<file path="src/rtl/dataflow_pkg.sv">
// Shared definitions for the dataflow buffer blocks.
//   DATA_WIDTH   default payload width
//   clog2        ceil(log2(value)), usable in constant expressions
//   ptr_width    bits needed to address 'depth' entries (at least 1)
//   count_width  bits needed to hold an occupancy of 0..depth
package dataflow_pkg;

    localparam int DATA_WIDTH = 32;

    function automatic int clog2(input int value);
        int r;
        r = 0;
        for (int v = value - 1; v > 0; v = v >> 1) r++;
        return r;
    endfunction

    function automatic int ptr_width(input int depth);
        return (depth < 2) ? 1 : clog2(depth);
    endfunction

    function automatic int count_width(input int depth);
        return clog2(depth + 1);
    endfunction

endpackage

</file>
<file path="src/rtl/handshake_fifo_mem.sv">
// Storage for handshake_fifo: depth x data_width register array.
//   clk, rst_n   clock, async active-low reset (read register only)
//   we/waddr/wdata   write port, committed on posedge
//   re/raddr         read enable/address; rdata updates on posedge when re=1
//   rdata            registered read data, holds between reads, 0 after reset
module handshake_fifo_mem
    import dataflow_pkg::*;
#(
    parameter int data_width = DATA_WIDTH,
    parameter int depth      = 4,
    parameter int ptr_w      = ptr_width(depth)
) (
    input  logic                  clk,
    input  logic                  rst_n,
    input  logic                  we,
    input  logic [ptr_w-1:0]      waddr,
    input  logic [data_width-1:0] wdata,
    input  logic                  re,
    input  logic [ptr_w-1:0]      raddr,
    output logic [data_width-1:0] rdata
);

    // Storage is intentionally not reset; the controller never reads an
    // entry it has not written since reset.
    logic [data_width-1:0] mem_q [depth];
    logic [data_width-1:0] rdata_q, rdata_d;

    always_ff @(posedge clk) begin
        if (we) mem_q[waddr] <= wdata;
    end

    // Read samples the array before this edge's write lands, so a slot
    // written in the same cycle is never forwarded.
    always_comb begin
        rdata_d = rdata_q;
        if (re) rdata_d = mem_q[raddr];
    end

    always_ff @(posedge clk or negedge rst_n) begin
        if (!rst_n) rdata_q <= '0;
        else        rdata_q <= rdata_d;
    end

    assign rdata = rdata_q;

endmodule

</file>
<file path="src/rtl/handshake_fifo.sv">
// Elastic req/ack buffer between an operator output and its consumer.
// Pulls words upstream with req_l/ack_l, serves them downstream with
// req_r/ack_r, and reports occupancy and transfer statistics.
//   req_l/ack_l/din      upstream: request one word, ack pulse with data
//   req_r/ack_r/dout     downstream: request level, ack pulse, registered data
//   count, max_count     current occupancy and its high-water mark
//   push_total/pop_total accepted / delivered word counts (wrapping)
module handshake_fifo
    import dataflow_pkg::*;
#(
    parameter int data_width = DATA_WIDTH,
    parameter int depth      = 4,
    parameter int cnt_width  = 32
) (
    input  logic                          clk,
    input  logic                          rst_n,
    output logic                          req_l,
    input  logic                          ack_l,
    input  logic [data_width-1:0]         din,
    input  logic                          req_r,
    output logic                          ack_r,
    output logic [data_width-1:0]         dout,
    output logic [count_width(depth)-1:0] count,
    output logic [count_width(depth)-1:0] max_count,
    output logic [cnt_width-1:0]          push_total,
    output logic [cnt_width-1:0]          pop_total
);

    localparam int PW = ptr_width(depth);
    localparam int CW = count_width(depth);
    localparam logic [CW-1:0] FULL_C   = CW'(depth);
    localparam logic [PW-1:0] LAST_PTR = PW'(depth - 1);

    logic [PW-1:0]        wr_ptr_q, wr_ptr_d, rd_ptr_q, rd_ptr_d;
    logic [CW-1:0]        count_q, count_d, max_q, max_d;
    logic                 req_l_q, req_l_d, ack_r_q, ack_r_d;
    logic [cnt_width-1:0] push_total_q, push_total_d, pop_total_q, pop_total_d;
    logic                 push, pop;

    always_comb begin
        // An ack while full is a protocol violation: the word is dropped.
        push = ack_l && (count_q != FULL_C);
        // ~ack_r_q turns the request level into one pop per two cycles.
        pop  = req_r && !ack_r_q && (count_q != '0);

        wr_ptr_d     = wr_ptr_q;
        rd_ptr_d     = rd_ptr_q;
        push_total_d = push_total_q;
        pop_total_d  = pop_total_q;

        if (push) begin
            wr_ptr_d     = (wr_ptr_q == LAST_PTR) ? '0 : wr_ptr_q + PW'(1);
            push_total_d = push_total_q + cnt_width'(1);
        end
        if (pop) begin
            rd_ptr_d    = (rd_ptr_q == LAST_PTR) ? '0 : rd_ptr_q + PW'(1);
            pop_total_d = pop_total_q + cnt_width'(1);
        end

        count_d = count_q + CW'(push) - CW'(pop);
        max_d   = (count_d > max_q) ? count_d : max_q;
        // Decided on the current count: a push is what could fill us, and
        // a push always forces the one-cycle re-request gap anyway.
        req_l_d = !push && (count_q < FULL_C);
        ack_r_d = pop;
    end

    always_ff @(posedge clk or negedge rst_n) begin
        if (!rst_n) begin
            wr_ptr_q     <= '0;
            rd_ptr_q     <= '0;
            count_q      <= '0;
            max_q        <= '0;
            req_l_q      <= 1'b0;
            ack_r_q      <= 1'b0;
            push_total_q <= '0;
            pop_total_q  <= '0;
        end else begin
            wr_ptr_q     <= wr_ptr_d;
            rd_ptr_q     <= rd_ptr_d;
            count_q      <= count_d;
            max_q        <= max_d;
            req_l_q      <= req_l_d;
            ack_r_q      <= ack_r_d;
            push_total_q <= push_total_d;
            pop_total_q  <= pop_total_d;
        end
    end

    handshake_fifo_mem #(
        .data_width (data_width),
        .depth      (depth),
        .ptr_w      (PW)
    ) u_mem (
        .clk   (clk),
        .rst_n (rst_n),
        .we    (push),
        .waddr (wr_ptr_q),
        .wdata (din),
        .re    (pop),
        .raddr (rd_ptr_q),
        .rdata (dout)
    );

    assign req_l      = req_l_q;
    assign ack_r      = ack_r_q;
    assign count      = count_q;
    assign max_count  = max_q;
    assign push_total = push_total_q;
    assign pop_total  = pop_total_q;

endmodule
</file>
<file path="config.mk">
export PLATFORM = sky130hd
export DESIGN_NAME = handshake_fifo
export DESIGN_NICKNAME = d
export VERILOG_FILES = /design/src/rtl/dataflow_pkg.sv /design/src/rtl/handshake_fifo_mem.sv /design/src/rtl/handshake_fifo.sv
export SDC_FILE = /design/constraint.sdc
export NUM_CORES = 1
export LEC_CHECK = 0
export BUFFER_PORTS_ARGS = -buffer_cell sky130_fd_sc_hd__buf_4
export CAP_MARGIN = 30
export CORE_ASPECT_RATIO = 0.9
export CORE_MARGIN = 3
export CORE_UTILIZATION = 61
export DETAILED_ROUTE_END_ITERATION = 16
export PLACE_DENSITY = 0.92
export SYNTH_ARGS = -nofsm -noshare
export SYNTH_HDL_FRONTEND = slang
export SYNTH_SLANG_ARGS = --single-unit
</file>
<file path="constraint.sdc">
create_clock -name clk -period 7.1 [get_ports clk]
set_clock_uncertainty 0.05 [all_clocks]
set_input_delay 0.71 -clock clk [delete_from_list [all_inputs] [get_ports clk]]
set_output_delay 0.71 -clock clk [all_outputs]
set_load 0.02 [all_outputs]
</file>
# After elaboration in Yosys (flattened, before gate mapping)
# Memories as Yosys holds them, arrays and structs flattened. A register that Yosys moved wholly into a read port is not among the register bits.
# Cells that the tools add are included.
# op_classes
addsub	6
n_lt_le_gt_ge	2
n_eq_ne	3
mux	4
n_reduce_logical	8
# op_table
cell	count
32-bit by 1-bit adder with 32-bit output (second input constant)	2
2-bit by 1-bit adder with 2-bit output (second input constant)	2
2-bit equality test (second input constant)	2
1-bit logical AND	4
2-bit two-way mux	2
3-bit by 1-bit adder with 3-bit output	1
3-bit greater-than comparator	1
1-bit logical NOT	3
3-bit less-than comparator (second input constant)	1
3-bit != test (second input constant)	1
3-bit nonzero test	1
3-bit by 1-bit subtractor with 3-bit output	1
1-bit two-way mux	2
# totals
regBits	76
mem_bits_rw	128
input_bits	36
out_inout_bits	104
elab_cells	32
memories	1
# mem_list
name	words	word_bits	rd	rd_clocked_by_memory_dff	wr	line	rtl
u_mem.mem_q	4	32	1	1	1	handshake_fifo_mem.sv:25	logic [data_width-1:0] mem_q [depth];

# Longest topological paths before layout
# depth
ltp_word	5
ltp_mapped	15
mapped_depth_nobuf	13

# Cells and area by module
# A second synthesis with hierarchy kept.
# unflattened
hier_cells	629
area_unflattened_um2	9744.3
# by_module_without_submodules
mod	n_inst	cells_each	area_per_inst_um2
handshake_fifo_mem	1	311	6148.4
handshake_fifo	1	318	3595.9

# Worst setup path after synthesis
# No wires, ideal clock.
# synth_timing
kind	register to register
start	reg count_q[0], in the netlist count[0]
end	reg max_q[0], in the netlist max_count[0]
arrival_ps	3523
t_required_ps	6925
setup_slack_ps	3402
stages_incl_launch_ff	16
period_less_slack_ps	3698
path_cell_list	dfrtp_1 -> or3_1 -> buf_2 -> and2_4 -> buf_6 -> buf_6 -> ha_1 -> inv_1 -> ha_1 -> fa_1 -> xnor2_1 -> xnor2_1 -> ha_1 -> o21ai_0 -> a32oi_1 -> mux2_2
# synth_between
word_cells_on_any_way	7
# synth_rtl
element	line	rtl
start, declared	handshake_fifo.sv:35	logic [CW-1:0] count_q, count_d, max_q, max_d;
start signal, assigned	handshake_fifo.sv:81	count_q <= count_d;
3-bit nonzero test	handshake_fifo.sv:44	pop = req_r && !ack_r_q && (count_q != '0);
1-bit logical AND	handshake_fifo.sv:44	
named net ack_r_d	handshake_fifo.sv:36	logic req_l_q, req_l_d, ack_r_q, ack_r_d;
3-bit by 1-bit subtractor with 3-bit output	handshake_fifo.sv:60	count_d = count_q + CW'(push) - CW'(pop);
named net count_d[2]	handshake_fifo.sv:35	
3-bit greater-than comparator	handshake_fifo.sv:61	max_d = (count_d > max_q) ? count_d : max_q;
end signal, assigned	handshake_fifo.sv:82	max_q <= max_d;
end, declared	handshake_fifo.sv:35	
# The timed path passes the listed nets, and every way through them passes these cells.
# A chain may end at the register's enable or synchronous reset.

# Worst setup path after layout
# layout_timing
start	reg count_q[0], in the netlist count[0]
end	reg max_q[0], in the netlist max_count[0]
# layout_between
elab_chain_len	5
word_cells_on_any_way	7
# layout_rtl
element	line	rtl
3-bit != test	handshake_fifo.sv:42	push = ack_l && (count_q != FULL_C);
1-bit logical AND	handshake_fifo.sv:42	
3-bit by 1-bit adder with 3-bit output	handshake_fifo.sv:60	
3-bit by 1-bit subtractor with 3-bit output (*)	handshake_fifo.sv:60	
named net count_d[2]	handshake_fifo.sv:35	
3-bit greater-than comparator (*)	handshake_fifo.sv:61	
# Mark *: on every way through the listed nets, which the timed path passes. The rest lies on a longest branch.

==> metrics.txt <==
Die Outline Area=17,300 µm²; count of boundary I/O pins=140; wire length on met1=7740 µm; CP Data Arrival Time=4270 ps; initial core utilization=63.8%; startpoint kind of the worst setup timing path=flop; unrepaired setup endpoints after global routing=false; Final Util=76.4%; Hold Buf Count CTS=0; Vias per Instance=5.81; count of flip-flops with a built-in enable after synthesis=128; number of DRC violations after detailed-routing iteration 0=347; core area=15,000 µm²; number of H-tree levels=1; worst max-slew margin expressed relative to the limit=38.9%; async set-or-reset flop fraction in the synthesized netlist=45.8%; register area=6550 µm²; total length of routed met2 wires=9880 µm; detailed-routed wire length on met3=1300 µm; Finished Layout Cells=925; Finish-stage setup viols=0; Post-Route WL=19,300 µm; worst hold slack across all endpoints=187 ps; wire length of the first global-routing pass=30,900 µm; die span in x=138 µm; mean routed wirelength per cell=20.9 µm; residual antenna-violating net count after detailed routing=0; portion of the clock cycle consumed by the worst path in the final layout=55.5%; post-synthesis to final-layout area growth=19.8%; average cell area after synthesis=16.9 µm²; Clock Root Buffer=sky130_fd_sc_hd__clkbuf_16; post-layout min period=3940 ps; power density cells=397 nW/µm²; Post-DP HPWL=12,100 µm; area of combinational cells with multiple inputs=2840 µm²; netlist area before placement=9590 µm²; required time reported for the critical path endpoint=7430 ps; number of nets in the layout=759; CP Max Fanout=39; post-CTS setup-driven buffer insertion count=0; TritonCTS clock tree=yes; global routing usage summed across all routing layers=22.2%; Hold Vio Cnt, Final=0; length of the first detailed-routing pass in iterations=6; beginning of the worst register-to-register path=count[0]; number of distinct standard cells referenced by the synthesized netlist=41; Post-synth top flop=sky130_fd_sc_hd__edfxtp_1; filler instances=872; maximum VDD drop=311 µV; Worst Setup SP=count[0]; synthesized flop and latch total=236; number of max-capacitance violations reported=0; DRC errors left=0; total placed cells including tap cells=883; total negative slack=0 ps; leading cell type in the layout, fill and taps excluded=sky130_fd_sc_hd__buf_4; Max Slew Vio Count=0; Final Wtd Congestion=0.870; TritonCTS buffer count=23; antenna violations before repair=0; Net Count, Synth=617; upper clock frequency limit=254 MHz; maximum count of clock buffers along a single path=3; global route overflow=0; input/output buffers=139; # clock sinks=236; ratio of cells with drive above 1 in the final layout=37.0%; vias in the first global route=5,827; leakage power figure=4.84 nW; path type of the worst setup path=reg2reg; worst hold path class=in2async; # diodes=0; synthesis warning total=0; Slew @ Worst Pin=917 ps; post-layout total power=4.56 mW; routed vias=5,376; endpoint type of the worst setup path=flop; Mapped Cells=568; Highest Signal Layer=met4; number of rows created at floorplan=42; status=completed; post-cts gate resize count=0; clock transition at the registers of the reported paths=60 ps; most frequent cells in the layout=142 x sky130_fd_sc_hd__buf_4, 128 x sky130_fd_sc_hd__edfxtp_1, 107 x sky130_fd_sc_hd__dfrtp_1; Skew-Pair Late Insertion Delay=510 ps; pin count of the biggest net entering global routing=61; part of the Yosys area used for sequential elements=68.3%; die outline height=125 µm
-- synthesized netlist by cell type, types with 2 or more instances --
cell type,count,share of area [%]
sky130_fd_sc_hd__mux4_2,32,7.5
sky130_fd_sc_hd__buf_2,9,0.47
sky130_fd_sc_hd__nor3_2,4,0.42
sky130_fd_sc_hd__and3_1,13,0.85
sky130_fd_sc_hd__o21ai_0,2,0.10
sky130_fd_sc_hd__mux2_2,21,2.5
sky130_fd_sc_hd__nor2b_1,2,0.13
sky130_fd_sc_hd__nand3_1,15,0.78
sky130_fd_sc_hd__nor4_1,4,0.26
sky130_fd_sc_hd__nor3_1,13,0.68
sky130_fd_sc_hd__nand2_1,27,1.1
sky130_fd_sc_hd__clkbuf_1,11,0.43
sky130_fd_sc_hd__edfxtp_1,128,40
sky130_fd_sc_hd__or3_1,3,0.20
sky130_fd_sc_hd__mux2_4,17,2.7
sky130_fd_sc_hd__and2_1,2,0.13
sky130_fd_sc_hd__ha_1,12,1.6
sky130_fd_sc_hd__xor2_1,40,3.7
sky130_fd_sc_hd__xnor2_1,24,2.2
sky130_fd_sc_hd__and4_1,9,0.82
sky130_fd_sc_hd__nor4_2,9,1.2
sky130_fd_sc_hd__inv_1,16,0.63
sky130_fd_sc_hd__nand4_1,13,0.85
sky130_fd_sc_hd__buf_6,5,0.59
sky130_fd_sc_hd__dfrtp_1,108,28
sky130_fd_sc_hd__nor2_1,14,0.55
-- metrics by stage --
stage                     instance area, µm²  setup slack (ps)
after floorplan                         9590              3400
after global placement                 10800              3150
after detailed placement               10800              2940
after CTS                              11500              3160
after global routing                   11500              2940
final                                  11500              3160
-- power by group --
| part | internal [mW] | total, mW | switching (mW) |
|---|---|---|---|
| clock network | 0.664 | 1.16 | 0.495 |
| registers | 1.78 | 1.99 | 0.212 |
| logic | 0.700 | 1.41 | 0.708 |
-- final cells by class --
| class | instances | share of cell area (%) |
|---|---|---|
| Inverter | 17 | 0.555 |
| Multi-Input combinational cell | 290 | 24.7 |
| Tap cell | 198 | 2.16 |
| Clock inverter | 6 | 0.316 |
| Sequential cell | 236 | 57.0 |
| Timing Repair Buffer | 142 | 9.28 |
| Clock buffer | 36 | 5.96 |
-- kinds of logic after synthesis --
logic type / after synthesis / synth area share (%)
simple gates: 139 / 9.07
compound gates: 4 / 0.248
mux: 70 / 12.6
flops: 236 / 68.3
xor+xnor: 64 / 5.85
fa+ha+maj: 13 / 1.77
buf+inv: 42 / 2.15
-- critical path, stage by stage, from the launching register on --
cell,delay (ps)
sky130_fd_sc_hd__dfrtp_1,420
sky130_fd_sc_hd__or3_1,480
sky130_fd_sc_hd__and2_4,400
sky130_fd_sc_hd__ha_1,380
sky130_fd_sc_hd__inv_1,40
sky130_fd_sc_hd__ha_1,180
sky130_fd_sc_hd__fa_1,380
sky130_fd_sc_hd__xnor2_1,150
sky130_fd_sc_hd__xnor2_1,300
sky130_fd_sc_hd__ha_1,320
sky130_fd_sc_hd__a32oi_1,340
sky130_fd_sc_hd__mux2_2,380
-- state kept, by name, summed over array words and instances, names as in the netlist --
signal	cells
push_total	32
ack_r	1
req_l	1
u_mem.rdata	32
rd_ptr_q	2
wr_ptr_q	2
count	3
u_mem.mem_q	128
pop_total	32
max_count	3
-- worst paths after layout --
check	slack (ps)	to	depth (start not counted)
setup / recovery	3160	max_count[0]	11
hold / removal	190	push_total[9]	1
setup reg to reg	3160	max_count[0]	11
hold reg to reg	420	pop_total[31]	1
max in group asynchronous	5540	rd_ptr_q[0]	2
min in group clk	350	u_mem.mem_q[2][31]	1
-- metal layers --
| layer | vias to the layer above | global-route usage [%] |
|---|---|---|
| met1 | 2747 | 29.2 |
| li1 | 2393 | - |
| met5 | - | 0 |
| met3 | 31 | 5.27 |
| met2 | 205 | 37.6 |
| met4 | 0 | 6.10 |
(Power assumes the default switching activity.)
